`src/rtl/f1_reaction_timer_if.sv`:
```
// f1_reaction_timer_if
//   Bus between the start-light side (master: light pattern, timebase strobe,
//   driver button) and the reaction timer (slave: latched result and status).
//   Signals:
//     tick       master->slave  single-cycle timebase strobe
//     lights     master->slave  8-bit start-light pattern
//     btn        master->slave  driver button level, synchronous to clk
//     time_out   slave->master  latched reaction time in ticks (all-ones = timeout)
//     valid      slave->master  time_out holds a result from the current sequence
//     jump_start slave->master  button pressed while lights were lit
//     busy       slave->master  sequence or timing in progress
interface f1_reaction_timer_if #(
    parameter int WIDTH = 16
);
    logic             tick;
    logic [7:0]       lights;
    logic             btn;
    logic [WIDTH-1:0] time_out;
    logic             valid;
    logic             jump_start;
    logic             busy;

    modport master (
        output tick, lights, btn,
        input  time_out, valid, jump_start, busy
    );

    modport slave (
        input  tick, lights, btn,
        output time_out, valid, jump_start, busy
    );
endinterface

```
`src/rtl/f1_reaction_timer.sv`:
```
// f1_reaction_timer
//   Follows the start-light pattern, starts counting ticks on lights-out
//   (all-ones followed by all-zeros) and latches the count when the driver
//   presses the button. A press while any light is lit flags a jump start.
//   The result stays on display until the next light sequence begins.
//   Ports:
//     clk  system clock
//     rst  asynchronous active-low reset
//     bus  f1_reaction_timer_if slave modport (tick/lights/btn in,
//          time_out/valid/jump_start/busy out)
//   Parameters:
//     WIDTH  reaction counter / time_out width; counter saturates at 2^WIDTH-1
module f1_reaction_timer #(
    parameter int WIDTH = 16
) (
    input  logic               clk,
    input  logic               rst,
    f1_reaction_timer_if.slave bus
);
    typedef enum logic [2:0] {
        IDLE   = 3'd0,
        SEQ    = 3'd1,
        ARMED  = 3'd2,
        TIMING = 3'd3,
        DONE   = 3'd4,
        FAULT  = 3'd5
    } state_t;

    localparam logic [WIDTH-1:0] CNT_MAX = {WIDTH{1'b1}};

    state_t           state, state_d;
    logic [WIDTH-1:0] count, count_d;
    logic [WIDTH-1:0] time_q, time_d;
    logic             valid_q, valid_d;
    logic             jump_q, jump_d;
    logic             btn_q;
    logic             press;

    // Rising edge of the button: a held button yields a single press.
    assign press = bus.btn & ~btn_q;

    always_ff @(posedge clk or negedge rst) begin
        if (!rst) begin
            state   <= IDLE;
            count   <= '0;
            time_q  <= '0;
            valid_q <= 1'b0;
            jump_q  <= 1'b0;
            btn_q   <= 1'b0;
        end else begin
            state   <= state_d;
            count   <= count_d;
            time_q  <= time_d;
            valid_q <= valid_d;
            jump_q  <= jump_d;
            btn_q   <= bus.btn;
        end
    end

    always_comb begin
        state_d = state;
        count_d = count;
        time_d  = time_q;
        valid_d = valid_q;
        jump_d  = jump_q;
        case (state)
            IDLE: begin
                if (bus.lights != 8'h00) begin
                    state_d = SEQ;
                    valid_d = 1'b0;
                    jump_d  = 1'b0;
                end
            end
            SEQ: begin
                if (press) begin
                    state_d = FAULT;
                    jump_d  = 1'b1;
                end else if (bus.lights == 8'hFF) begin
                    state_d = ARMED;
                end else if (bus.lights == 8'h00) begin
                    state_d = IDLE;
                end
            end
            ARMED: begin
                if (press) begin
                    state_d = FAULT;
                    jump_d  = 1'b1;
                end else if (bus.lights == 8'h00) begin
                    // A tick on this edge is deliberately not counted.
                    state_d = TIMING;
                    count_d = '0;
                end else if (bus.lights != 8'hFF) begin
                    state_d = IDLE;
                end
            end
            TIMING: begin
                // Press wins over a coincident tick: latch the pre-increment count.
                if (press) begin
                    state_d = DONE;
                    time_d  = count;
                    valid_d = 1'b1;
                end else if (bus.tick) begin
                    if (count == CNT_MAX) begin
                        state_d = DONE;
                        time_d  = CNT_MAX;
                        valid_d = 1'b1;
                    end else begin
                        count_d = count + 1'b1;
                    end
                end
            end
            DONE: begin
                // time_out is kept until the next result overwrites it.
                if (bus.lights != 8'h00) begin
                    state_d = SEQ;
                    valid_d = 1'b0;
                    jump_d  = 1'b0;
                end
            end
            FAULT: begin
                // jump_start survives into IDLE; cleared on the next IDLE->SEQ.
                if (bus.lights == 8'h00) begin
                    state_d = IDLE;
                end
            end
            default: begin
                state_d = IDLE;
            end
        endcase
    end

    assign bus.time_out   = time_q;
    assign bus.valid      = valid_q;
    assign bus.jump_start = jump_q;
    assign bus.busy       = (state == SEQ) || (state == ARMED) || (state == TIMING);
endmodule

```
`src/flat_wrapper.sv`:
```
// flat-port wrapper written by rule: the top's interface ports become plain ports
module f1_reaction_timer_flat 
#(
    parameter int WIDTH = 16
)
  (clk, rst, bus_tick, bus_lights, bus_btn, bus_time_out, bus_valid, bus_jump_start, bus_busy);
  f1_reaction_timer_if #(.WIDTH(WIDTH)) bus_i ();
  input  logic clk;
  input  logic rst;
  input wire logic [$bits(bus_i.tick)-1:0] bus_tick;
  input wire logic [$bits(bus_i.lights)-1:0] bus_lights;
  input wire logic [$bits(bus_i.btn)-1:0] bus_btn;
  output wire logic [$bits(bus_i.time_out)-1:0] bus_time_out;
  output wire logic [$bits(bus_i.valid)-1:0] bus_valid;
  output wire logic [$bits(bus_i.jump_start)-1:0] bus_jump_start;
  output wire logic [$bits(bus_i.busy)-1:0] bus_busy;
  assign bus_i.tick = bus_tick;
  assign bus_i.lights = bus_lights;
  assign bus_i.btn = bus_btn;
  assign bus_time_out = bus_i.time_out;
  assign bus_valid = bus_i.valid;
  assign bus_jump_start = bus_i.jump_start;
  assign bus_busy = bus_i.busy;
  f1_reaction_timer #(.WIDTH(WIDTH)) u_core (.clk(clk), .rst(rst), .bus(bus_i));
endmodule
```
`config.mk`:
```
export PLATFORM = sky130hd
export DESIGN_NAME = f1_reaction_timer_flat
export DESIGN_NICKNAME = d
export VERILOG_FILES = /design/src/rtl/f1_reaction_timer_if.sv /design/src/rtl/f1_reaction_timer.sv /design/src/flat_wrapper.sv
export SDC_FILE = /design/constraint.sdc
export NUM_CORES = 1
export LEC_CHECK = 0
export CAP_MARGIN = 20
export CORE_ASPECT_RATIO = 1.5
export CORE_MARGIN = 3
export CORE_UTILIZATION = 45
export DETAILED_ROUTE_END_ITERATION = 6
export PLACE_DENSITY = 0.77
export SLEW_MARGIN = 30
export SYNTH_ARGS = -nofsm -noshare
export SYNTH_HDL_FRONTEND = slang
export SYNTH_SLANG_ARGS = --single-unit
```
`constraint.sdc`:
```
create_clock -name clk -period 2.55 [get_ports clk]
set_clock_uncertainty 0.2 [all_clocks]
set_input_delay 0.255 -clock clk [delete_from_list [all_inputs] [get_ports clk]]
set_output_delay 0.255 -clock clk [all_outputs]
set_load 0.01 [all_outputs]
```
==> out/qor.csv <==
stage,metric,value,unit
power_and_ir_drop,p_leak,0.983,nW
finish,n_antenna_cell,0,
synthesis,synth-simple-area-share,18.3,%
synthesis,ys_seq_area_share,50.2,%
timing,report.final.slew_viol_count,0,
finish,final_core_util,58.6,%
synthesis,synthTopCellsByArea,"dfrtp_1, o22a_1, a31oi_1",
drt,route.final.wire_length,4150,µm
timing,finalHoldViolCount,0,
drt,routed_via_density,5.91,
clock_tree,cts_tree,done,
setup_path,start_kind,flop,
synthesis,syn_nets,200,
synthesis,yosysWarnings,0,
drt,drt-met1-wl,1830,µm
die,dieArea,5040,µm²
power_and_ir_drop,p_per_area,510,nW/µm²
drt,wl_met3,194,µm
drt,dr.pass1.iters,4,
timing,fin_hold_ws,259,ps
clock_tree,h-tree-depth,2,
setup_path,r2r_start,u_core.count[0],
synthesis,synth_cell_type_count,46,
drt,drtIter0Drc,52,
global_route,grt_pass1_vias,1587,
global_route,grt_pass1_wl,7180,µm
drt,met2_length,2030,µm
drt,ant_nets,0,
worst_hold_path,hold_path.class,in2reg,
die,die_height,85.5,µm
die,placementRows,28,
global_route,grt.overflow.total,0,
job,maxCapViolations,0,
synthesis,async_flop_share,100,%
finish,area_growth,23.5,%
die,ioPinCount,31,
clock_tree,worstSkewPairLatency,290,ps
timing,fin_crit_sh,90.0,%
die,fp.dieW,59.0,µm
placement,hpwl,2930,µm
setup_path,cp-startpoint,u_core.count[0],
synthesis,synth.largest_area_cell,dfrtp_1,
timing,fmax,436,MHz
placement,io_buffers,30,
setup_path,crit_arrival,2310,ps
synthesis,syn_area,1890,µm²
setup_path,required,2560,ps
global_route,track_usage,18.2,%
global_route,antenna_found_initial,0,
synthesis,synth_mux_area_share,2.18,%
synthesis,ys_ff_latch,38,
synthesis,synth_flop_cell,dfrtp_1,
timing,relSlewSlack,45.2,%
timing,rsz0062_at_grt,no,
setup_path,crit_fanout,9,
clock_tree,postCtsSetupBuffers,0,
synthesis,synth_top_family_by_area,compound AO/OA/AOI/OAI gates,
run_status,status,"finished, final reports clean",
synthesis,syn_area_per_cell,10.1,µm²
die,initial_core_util,47.4,%
clock_tree,cts.sinks,38,
drt,wire_per_inst,15.6,µm
clock_tree,root_buffer,clkbuf_8,
synthesis,synth_cells,187,
timing,tns,0,ps
power_and_ir_drop,finalPower,1.19,mW
setup_path,crit_type,reg2reg,
timing,min_period,2300,ps
synthesis,synth_compound_area_share,24.2,%
power_and_ir_drop,vdd_drop_max,0.000368,V
die,core_area,3990,µm²
drt,drc,0,
timing,setup_viol,0,
clock_tree,clkTransAtPathRegs,70,ps
synthesis,synth_edf_count,0,
placement,gp_congestion,0.921,
setup_path,end_kind,flop,
clock_tree,clk_path_buf_depth,2,
synthesis,synthAdderAreaFrac,0.661,%
global_route,grt_max_degree,39,
synthesis,yosysTopAreaCellShare,50.2,%
finish,nets,234,
finish,layout-drive-gt1-share,12.2,%
drt,top_layer_used,met4,
clock_tree,cts_buffers,5,
synthesis,synth-xor-area-share,0.462,%
drt,vias,1579,
worst_hold_path,min_from,bus_btn,
timing,max_slew.worst_pin.slew,822,ps
==> flip-flops by register name, summed over array words and instances (netlist names) <==
signal,count
u_core.bus.time_out,16
u_core.count,16
u_core.state,3
u_core.btn_q,1
u_core.bus.jump_start,1
u_core.bus.valid,1
==> metrics by stage <==
step,std cells,setup slack [ps],area [µm²]
after floorplan,187,459,1890
after global placement,258,212,2240
after detailed placement,258,116,2240
after CTS,267,255,2340
after global routing,267,131,2340
final,267,255,2340
==> placed cells by master (no fill, tap or decap), types with 2 or more instances in the layout <==
cell             count
inv_1                4
and3_1               6
a32o_1               2
a21oi_1             12
a21oi_2              2
and2_1               2
o21ai_1              2
o21ai_0              4
o31ai_1              2
mux2i_1              3
nand2_1             20
nor2_1              10
nor3_1               2
nand4_1              5
buf_4                7
nand3_1              3
nor2b_1              2
dfrtp_1             38
clkdlybuf4s50_1     29
nor4_1               3
a31oi_1             12
a41oi_1              2
o22a_1              16
clkbuf_8             6
nand2b_1             4
==> worst max-delay path, cell delays in order (launching register included) <==
cell     delay (ps)
dfrtp_1         420
ha_1            240
and3_2          260
and4_4          210
a21oi_2         360
buf_4           250
a41oi_1         120
a31oi_1         150
==> worst paths after layout <==
| path | depth (start not counted) | slack (ps) | endpoint |
|---|---|---|---|
| worst max-delay path | 7 | 250 | u_core.count[5] |
| worst min-delay path | 1 | 260 | u_core.btn_q |
| worst max register to register | 7 | 250 | u_core.count[5] |
| worst min register to register | 1 | 290 | u_core.bus.time_out[4] |
| max in group asynchronous | 2 | 1240 | u_core.count[14] |
| min in group asynchronous | 2 | 400 | u_core.count[2] |
==> synth_stat cells, types with 2 or more instances <==
cell type	number
a21oi_1	12
a21oi_2	2
a31oi_1	12
a32o_1	2
a41oi_1	2
and2_1	2
and3_1	6
buf_2	3
buf_4	2
clkbuf_1	5
dfrtp_1	38
inv_1	4
mux2i_1	3
nand2_1	20
nand2b_1	4
nand3_1	3
nand4_1	5
nor2_1	10
nor2b_1	2
nor3_1	2
nor4_1	3
o21ai_0	4
o21ai_1	2
o22a_1	16
o31ai_1	2
==> layer usage <==
metal  GRT usage (%)  vias up
met2            29.3       44
li1                -      771
met1            23.4      753
met3            4.26       11
met5               0        -
met4            7.22        0
==> what timing repair did <==
action	4_1_cts	5_1_grt
endpoints found under the hold margin	38	0
resized for setup	0	0
hold buffers	1	0
==> where the power goes <==
group,leakage [nW],total [mW],internal [mW],switching (mW)
clock network,0.0482,0.426,0.218,0.208
logic,0.435,0.136,0.0736,0.0625
registers,0.500,0.632,0.621,0.0111
==> logic make-up after synthesis <==
family / Yosys count
AOI/OAI and AO/OA: 63
xor gates and xnor gates: 1
adders and majority gates: 1
buffers and inverters: 15
DFF: 38
muxes: 4
and+or+nand+nor: 65
==> area by class of cell <==
class / instances / area (µm²)
sequential: 38 / 951
timing repair buffer: 38 / 358
multi-input combinational: 134 / 868
clock inverter: 1 / 5.00
clock buffer: 7 / 86.3
tap: 45 / 56.3
fill: 368 / 1650
inverter: 4 / 15.0
(Power assumes the default switching activity.)
